==> src/rtl/hub75_row_driver.sv <==
// HUB75 panel scan driver: pulls packed 36-bit words (six 6-bit columns) from the
// image memory stage, shifts them out on o_rgb/o_sclk, then latches and lights each row pair.
module hub75_row_driver #(
   parameter int  COLS      = 60,
   parameter int  ROW_PAIRS = 16,
   parameter int  CLK_DIV   = 4,
   parameter int  ON_TIME   = 256,
   localparam int RW        = $clog2(ROW_PAIRS)
) (
   input  logic          i_clk,
   input  logic          i_rst_n,
   input  logic          i_en,
   output logic          o_request,
   input  logic [35:0]   i_valor,
   output logic [5:0]    o_rgb,
   output logic          o_sclk,
   output logic          o_lat,
   output logic          o_oe_n,
   output logic [RW-1:0] o_row,
   output logic          o_frame_done
);

   localparam int WPR = COLS / 6;
   localparam int WW  = (WPR > 1) ? $clog2(WPR) : 1;
   localparam int PW  = $clog2(CLK_DIV);
   localparam int DW  = $clog2(ON_TIME + 1);

   localparam logic [WW-1:0] WORD_LAST = WW'(WPR - 1);
   localparam logic [RW-1:0] ROW_LAST  = RW'(ROW_PAIRS - 1);
   localparam logic [PW-1:0] PH_LAST   = PW'(CLK_DIV - 1);
   localparam logic [PW-1:0] PH_HALF   = PW'(CLK_DIV / 2);
   localparam logic [DW-1:0] DISP_LAST = DW'(ON_TIME - 1);
   localparam logic [2:0]    COL_LAST  = 3'd5;

   typedef enum logic [2:0] {
      IDLE,
      FETCH,
      WAIT,
      SHIFT,
      BLANK,
      LATCH,
      DISPLAY
   } state_e;

   state_e        state_q;
   logic          request_q;
   logic [5:0]    rgb_q;
   logic          sclk_q;
   logic          lat_q;
   logic          oe_n_q;
   logic [RW-1:0] row_q;
   logic          frame_done_q;
   logic [RW-1:0] row_cnt_q;
   logic [WW-1:0] word_cnt_q;
   logic [2:0]    col_q;
   logic [PW-1:0] ph_q;
   logic [DW-1:0] disp_q;
   logic [35:0]   word_q;

   // Outputs are registered alongside the state: each is set on the transition
   // into the state that owns it, so it is valid for exactly that state's cycles.
   // word_q is a left-shifting column queue; its top 6 bits are always the next column.
   always_ff @(posedge i_clk or negedge i_rst_n) begin
      if (!i_rst_n) begin
         state_q      <= IDLE;
         request_q    <= 1'b0;
         rgb_q        <= '0;
         sclk_q       <= 1'b0;
         lat_q        <= 1'b0;
         oe_n_q       <= 1'b1;
         row_q        <= '0;
         frame_done_q <= 1'b0;
         row_cnt_q    <= '0;
         word_cnt_q   <= '0;
         col_q        <= '0;
         ph_q         <= '0;
         disp_q       <= '0;
         word_q       <= '0;
      end else begin
         request_q    <= 1'b0;
         lat_q        <= 1'b0;
         frame_done_q <= 1'b0;
         unique case (state_q)
            IDLE: begin
               if (i_en) begin
                  state_q   <= FETCH;
                  request_q <= 1'b1;
               end
            end
            FETCH: state_q <= WAIT;
            WAIT: begin
               state_q <= SHIFT;
               rgb_q   <= i_valor[35:30];
               word_q  <= {i_valor[29:0], 6'b0};
               col_q   <= '0;
               ph_q    <= '0;
               sclk_q  <= 1'b0;
            end
            SHIFT: begin
               if (ph_q != PH_LAST) begin
                  ph_q   <= ph_q + 1'b1;
                  sclk_q <= (ph_q + 1'b1) >= PH_HALF;
               end else if (col_q != COL_LAST) begin
                  col_q  <= col_q + 1'b1;
                  ph_q   <= '0;
                  sclk_q <= 1'b0;
                  rgb_q  <= word_q[35:30];
                  word_q <= {word_q[29:0], 6'b0};
               end else begin
                  sclk_q <= 1'b0;
                  if (word_cnt_q != WORD_LAST) begin
                     word_cnt_q <= word_cnt_q + 1'b1;
                     state_q    <= FETCH;
                     request_q  <= 1'b1;
                  end else begin
                     state_q <= BLANK;
                     row_q   <= row_cnt_q;
                  end
               end
            end
            BLANK: begin
               state_q <= LATCH;
               lat_q   <= 1'b1;
            end
            LATCH: begin
               state_q <= DISPLAY;
               oe_n_q  <= 1'b0;
               disp_q  <= '0;
            end
            DISPLAY: begin
               if (disp_q != DISP_LAST) begin
                  disp_q <= disp_q + 1'b1;
               end else begin
                  oe_n_q     <= 1'b1;
                  word_cnt_q <= '0;
                  if (row_cnt_q != ROW_LAST) begin
                     row_cnt_q <= row_cnt_q + 1'b1;
                     state_q   <= FETCH;
                     request_q <= 1'b1;
                  end else begin
                     row_cnt_q    <= '0;
                     frame_done_q <= 1'b1;
                     state_q      <= IDLE;
                  end
               end
            end
            default: state_q <= IDLE;
         endcase
      end
   end

   assign o_request    = request_q;
   assign o_rgb        = rgb_q;
   assign o_sclk       = sclk_q;
   assign o_lat        = lat_q;
   assign o_oe_n       = oe_n_q;
   assign o_row        = row_q;
   assign o_frame_done = frame_done_q;

endmodule

==> config.mk <==
export PLATFORM = sky130hd
export DESIGN_NAME = hub75_row_driver
export DESIGN_NICKNAME = d
export VERILOG_FILES = /design/src/rtl/hub75_row_driver.sv
export SDC_FILE = /design/constraint.sdc
export NUM_CORES = 1
export LEC_CHECK = 0
export CORE_MARGIN = 2
export CORE_UTILIZATION = 48
export DETAILED_ROUTE_END_ITERATION = 10
export PLACE_DENSITY_LB_ADDON = 0.08
export SYNTH_ARGS = -nofsm -noshare
export SYNTH_HDL_FRONTEND = slang
export SYNTH_SLANG_ARGS = --single-unit
==> constraint.sdc <==
create_clock -name i_clk -period 1.9 [get_ports i_clk]
set_clock_uncertainty 0.1 [all_clocks]
set_input_delay 0.57 -clock i_clk [delete_from_list [all_inputs] [get_ports i_clk]]
set_output_delay 0.57 -clock i_clk [all_outputs]
set_load 0.02 [all_outputs]
==> results of run 1 <==
kinds of logic after synthesis:
kind of cell | after synthesis
XOR/XNOR | 4
multiplexers | 5
flip-flops | 70
AND/OR/NAND/NOR | 163
buffers and inverters | 28
AO/OA/AOI/OAI | 87
adder cells (fa/ha/maj) | 8
power groups by stage:
stage               sequential (W)  clock (W)  combinational (W)
global route               0.00150    0.00154           0.000148
detailed placement         0.00153          0           0.000142
CTS                        0.00150    0.00147           0.000138
floorplan                  0.00154          0         0.00000660
finish                     0.00150    0.00145           0.000135
global placement           0.00153          0           0.000143
synthesized netlist by cell type (all sizes together) (2+ instances only):
master | number | area, µm²
mux2 | 4 | 45.0
a31oi | 33 | 206
and3 | 3 | 18.8
ha | 8 | 100
nor2 | 44 | 165
inv | 5 | 18.8
clkbuf | 4 | 15.0
xor2 | 3 | 26.3
a22o | 7 | 61.3
o21ai | 22 | 110
nor3 | 3 | 26.3
a21oi | 8 | 40.0
o21a | 2 | 15.0
nor2b | 2 | 20.0
and4 | 2 | 17.5
o2bb2ai | 2 | 17.5
nand3 | 8 | 40.0
o211ai | 2 | 15.0
nand3b | 2 | 27.5
nand4 | 3 | 18.8
a21o | 2 | 15.0
dfrtp | 69 | 1730
and2 | 4 | 25.0
nand2 | 85 | 319
buf | 19 | 113
a22oi | 2 | 15.0
per-stage QoR:
stage	power [W]	TNS, ns
floorplan	0.00154	-0.0601
global placement	0.00167	0
detailed placement	0.00167	-0.0159
CTS	0.00311	0
global route	0.00318	-0.0109
finish	0.00308	0
area by class of cell:
class	instances	share of cell area (%)
clock buffer	11	3.00
clock inverter	5	2.45
inverter	5	0.428
multi-input combinational	267	34.8
sequential	70	40.0
tap	96	2.74
timing repair buffer	79	16.7
registers in the layout (all words and copies together), names as in the netlist, 2 cells and up:
register,flops
o_row,4
row_cnt_q,4
state_q,3
disp_q,9
ph_q,2
col_q,3
word_q,30
o_rgb,6
word_cnt_q,4
how the worst min path moves through the flow:
stage                                  start                        to  slack, ns  depth (start not counted)
final                                i_rst_n  row_cnt_q[3]$_DFFE_PN0P_       0.14                          2
after global routing                 i_rst_n      o_rgb[0]$_DFFE_PN0P_       0.17                          2
after CTS                            i_rst_n      o_rgb[4]$_DFFE_PN0P_       0.15                          2
after detailed placement  o_sclk$_DFFE_PN0P_        o_sclk$_DFFE_PN0P_       0.38                          2
after global placement    o_sclk$_DFFE_PN0P_        o_sclk$_DFFE_PN0P_       0.39                          2
after floorplan                      i_rst_n      col_q[0]$_DFFE_PN0P_       0.17                          0
per-layer routing:
metal / vias to the layer above / track usage [%] / wire length [µm]
li1: 1409 / - / -
met1: 1285 / 29.1 / 3600
met2: 58 / 29.2 / 3170
met3: 7 / 3.20 / 303
met4: 0 / 8.81 / 98
met5: - / 0 / 0
what timing repair did:
| item | CTS | global route |
|---|---|---|
| gates resized for setup | 18 | 11 |
| gates cloned | 0 | 0 |
| hold buffers | 0 | 0 |
| pin swaps | 0 | 3 |
| endpoints found under the setup margin | 19 | 27 |
| buffers inserted | 0 | 2 |
==> out/results.ini, run 1 <==
[die]
die_width_um=88.0
die_area_mm2=0.00774
floorplan.initialDensity_pct=49.8
die_height_um=88.0
rows=30
core_mm2=0.00679
num_io_pins=54

[synth]
synth_adder_area_share_pct=2.96
synth-async-reset-ratio_pct=100
synth_top_family_by_area=simple AND/OR/NAND/NOR gates
yosys_warnings=0
synth-simple-area-share_pct=21.9
synth.yosys.seq_area_share_pct=51.8
yosys.area_share.xor_xnor_pct=1.03
syn-cell-area_mm2=0.00339
synthesis.nets=412
ys_seq_elements=70
syn_avg_cell_area_um2=9.28
synth.lib_cells_used.distinct=49
yosys-mux-area-fraction_pct=1.63
synth_edf_count=0
postSynth.topFlopCell=sky130_fd_sc_hd__dfrtp_1
synth-compound-area-share_pct=16.4
syn-instance-count=365

[setup_path]
worst-path-buf-inv=1
worst-setup-path-type=reg2out
worst_ep_arrival_time_ns=1.19
worst_path_dominant_cell_family=flip-flops
worstPathRequired_ns=1.23
cell_chain_critical_path=dlygate4sd2_1
crit_path_max_fanout=2
r2r_start=disp_q[3]$_DFFE_PN0P_
rr_worst_depth=7
setup.worst_path.start=o_oe_n$_DFFE_PN1P_
r2r_end=word_cnt_q[0]$_DFFE_PN0P_
timing.reg2reg.setup_slack_ns=0.08
critical_path.slowest_cell=sky130_fd_sc_hd__dfstp_2
critPathCapture=o_oe_n
worstSetupEndpointType=output pin
worstSetupStartpointType=flip-flop
cp_peak_stage_delay_ns=0.53
number_of_gates_on_the_worst_path_with_buffers_counted=1

[finish]
antenna_cells=0
design_area_mm2=0.00439
multi_input_comb_area_mm2=0.00152
drive_gt1_share_pct=13.7
n_fill_cell=598
stdcell_count=533
most-common-layout-cells=85 x sky130_fd_sc_hd__nand2_1, 69 x sky130_fd_sc_hd__dfrtp_1, 43 x sky130_fd_sc_hd__nor2_1, 37 x sky130_fd_sc_hd__clkdlybuf4s50_1, 33 x sky130_fd_sc_hd__a31oi_1
area_growth_pct=29.5
nets=479
fin_util_pct=64.5
regArea_mm2=0.00175
most_common_library_cell_in_the_layout_ignoring_fill_and_taps=sky130_fd_sc_hd__nand2_1

[power]
internal_power_w=0.00245
p_sw_share_pct=20.4
combinationalPowerShare_pct=4.4
p_seq_share_pct=48.6
net-switching-power_w=0.000629
ir_worst_vdd_mv=0.354
cellPowerDensity_mw_per_mm2=703
leakage_component_of_the_power_nw=1.95
power_frac_clock_pct=47.1

[routing]
drt_drc_violations_left=0
routedWlPerCell_um=13.4
vias=2759
avgViaCountPerCell=5.18
totalWireLength_mm=7.16
postRouteAntennaNets=0
detail_route.iter0.violations=146
drt_pass1_iterations=4

[sta]
setup_repair_after_global_routing_missed_its_margin=yes
post-route-period-util_pct=98.0
fin_ws_ns=0.0386
minimum_period_implied_by_the_final_worst_setup_slack_ns=1.86
max_freq_mhz=537
hold_ws_ns=0.139
worst_slew_pin_slew_ns=0.689
setup_viol=0
worst_slew_margin_rel_pct=53.8
final_max_slew_viol_count=0
finalHoldViolations=0

[global_routing]
grt_pass1_vias=2529
grt_max_degree=71
grt_pass1_wl_mm=11.9
globalRouteTotalUtil_pct=19.9
grt_overflow=0
antenna_found_initial=0

[clocking]
ctsHtreeMaxLevel=3
clock-root-buffer=sky130_fd_sc_hd__clkbuf_8
cts_sinks=70
cts_made_buffers=9
clk_pin_slew_ns=0.08
insertion_delay_ns=0.34
cts_tree=done
max-clock-path-buffers=2

[run]
maxCapViolations=0

[min_path]
holdCritPathClass=in2async

[place]
placedInstanceArea_mm2=0.00412
port-buffer-count=53
place.detailed.instances=515
detailedPlace.worstSlack_ns=-0.0159
place.gp.congestion=0.777
post-dp-hpwl_mm=4.81

[run_status]
run_status=finished, final reports clean

Note: power is estimated with default switching activity, not from simulation.
==> run 2, diff against run 1 <==
--- a/config.mk
+++ b/config.mk
@@ -5,7 +5,6 @@
 export SDC_FILE = /design/constraint.sdc
 export NUM_CORES = 1
 export LEC_CHECK = 0
-export CORE_MARGIN = 2
 export CORE_UTILIZATION = 48
 export DETAILED_ROUTE_END_ITERATION = 10
 export PLACE_DENSITY_LB_ADDON = 0.08
==> run 2 against run 1 <==
The run now ends with setup timing left; global-route usage increased by 0.43 points; first-iteration DRC count is 12% higher; utilization increased by 0.70 points.
==> out/results.ini, run 2 (synthesis results as in run 1) <==
[run_status]
run_status=finished with violations
failing_checks=setup timing

[finish]
regArea_mm2=0.00175
top_register=word_q
drive_gt1_share_pct=15.6
nets=483
stdcell_count=537
multi_input_comb_area_mm2=0.00154
fin_util_pct=65.2
flip_flop_count_of_the_largest_register_all_copies_and_words_added=30
area_growth_pct=30.9
n_fill_cell=583
most-common-layout-cells=84 x sky130_fd_sc_hd__nand2_1, 68 x sky130_fd_sc_hd__dfrtp_1, 43 x sky130_fd_sc_hd__nor2_1, 37 x sky130_fd_sc_hd__clkdlybuf4s50_1, 33 x sky130_fd_sc_hd__a31oi_1
antenna_cells=0
most_common_library_cell_in_the_layout_ignoring_fill_and_taps=sky130_fd_sc_hd__nand2_1

[place]
detailedPlace.worstSlack_ns=-0.0819
post-dp-hpwl_mm=4.72
port-buffer-count=53
place.gp.congestion=0.753
place.detailed.instances=514

[power]
ir_worst_vdd_mv=0.499
internal_power_w=0.00235
combinationalPowerShare_pct=4.6
power_frac_clock_pct=44.4
p_sw_share_pct=20.0
net-switching-power_w=0.000586
leakage_component_of_the_power_nw=1.97
cellPowerDensity_mw_per_mm2=662
fin_total_pwr_w=0.00294
p_seq_share_pct=51.1

[clocking]
cts_tree=done
insertion_delay_ns=0.33
max-clock-path-buffers=2
cts_sinks=70
cts.hold.buffers_added=0
cts_made_buffers=9
clk_pin_slew_ns=0.07
clock-root-buffer=sky130_fd_sc_hd__clkbuf_8
ctsHtreeMaxLevel=3

[global_routing]
grt_overflow=0
grt_max_degree=71
globalRouteTotalUtil_pct=20.3
grt_pass1_wl_mm=11.8
antenna_found_initial=0
grt_pass1_vias=2525

[sta]
worst_slew_pin_slew_ns=0.484
setup_viol=2
final_max_slew_viol_count=0
max_freq_mhz=520
post-route-period-util_pct=101
setup_repair_after_global_routing_missed_its_margin=yes
worst_slew_margin_rel_pct=67.7
finalHoldViolations=0
fin_ws_ns=-0.0214
minimum_period_implied_by_the_final_worst_setup_slack_ns=1.92

[setup_path]
crit_path_max_fanout=6
worst_path_dominant_cell_family=simple AND/OR/NAND/NOR gates
worst-setup-path-type=reg2reg
worstPathRequired_ns=2.06
worstSetupEndpointType=flip-flop
critical_path.slowest_cell=sky130_fd_sc_hd__dfrtp_1
worstSetupStartpointType=flip-flop
worst-path-buf-inv=1
worst_ep_arrival_time_ns=2.09
cell_chain_critical_path=ha_2 -> and4_4 -> ha_4 -> buf_6 -> nor3b_4 -> o2111ai_2 -> xor2_1 -> nor2_1
cp_peak_stage_delay_ns=0.39

[routing]
vias=2807
drt_pass1_iterations=4
postRouteAntennaNets=0
routedWlPerCell_um=13.1
detail_route.iter0.violations=164
drt_drc_violations_left=0
avgViaCountPerCell=5.23
totalWireLength_mm=7.02

[min_path]
holdCritPathClass=in2async

[die]
floorplan.initialDensity_pct=49.8
rows=30
die_height_um=86.0
die_area_mm2=0.00739
die_width_um=86.0
core_mm2=0.00679
num_io_pins=54

[run]
maxCapViolations=0

run 2: per-stage QoR:
stage               area (µm²)  TNS (ns)  hold WS, ns
floorplan                 3400   -0.0601        0.174
global placement          4120         0        0.379
detailed placement        4120    -0.416        0.376
CTS                       4350         0        0.157
global route              4430    -0.408        0.169
finish                    4430   -0.0222        0.122
run 2: power groups by stage:
stage	clock network (W)	registers [W]	logic [W]
final	0.00130	0.00150	0.000134
after global routing	0.00140	0.00150	0.000146
after CTS	0.00134	0.00150	0.000138
after detailed placement	0	0.00153	0.000142
after global placement	0	0.00153	0.000143
after floorplan	0	0.00154	0.00000660
run 2: worst reg2reg max path: cells and delay by family (launching register included):
family	cells	cell delay, ns
AO/OA/AOI/OAI	1	0.16
XOR/XNOR	1	0.17
adder cells (fa/ha/maj)	2	0.37
buffers and inverters	1	0.12
flip-flops	1	0.39
AND/OR/NAND/NOR	3	0.55
run 2: final timing paths:
| path | from | end | slack (ns) | cells after the start |
|---|---|---|---|---|
| max reg2reg | disp_q[0]$_DFFE_PN0P_ | disp_q[7]$_DFFE_PN0P_ | -0.02 | 8 |
| min reg2reg | o_oe_n$_DFFE_PN1P_ | o_oe_n$_DFFE_PN1P_ | 0.40 | 2 |
| max | disp_q[0]$_DFFE_PN0P_ | disp_q[7]$_DFFE_PN0P_ | -0.02 | 8 |
| min in group i_clk | o_oe_n$_DFFE_PN1P_ | o_oe_n$_DFFE_PN1P_ | 0.40 | 2 |
| min | i_rst_n | o_row[1]$_DFFE_PN0P_ | 0.12 | 2 |
| max in group asynchronous | i_rst_n | o_oe_n$_DFFE_PN1P_ | 1.21 | 2 |
run 2: cell type report:
| class | count | share of cell area, % |
|---|---|---|
| inverters | 5 | 0.423 |
| flip-flops and latches | 70 | 39.6 |
| clock buffers | 12 | 3.27 |
| repair buffers | 83 | 17.6 |
| well taps | 96 | 2.71 |
| multi-input cells | 267 | 34.8 |
| clock inverters | 4 | 1.58 |
run 2: per-layer routing:
layer	up-vias	track usage, %	wire length, µm
met5	-	0	0
met4	0	8.94	108
met3	7	3.27	260
met2	66	30.4	3230
met1	1316	29.1	3410
li1	1418	-	-
run 2: timing repair:
action / in CTS / in global routing
pin swaps: 0 / 10
gates resized for setup: 21 / 15
endpoints found under the hold margin: 0 / 0
setup buffers: 1 / 6
endpoints found under the setup margin: 24 / 22
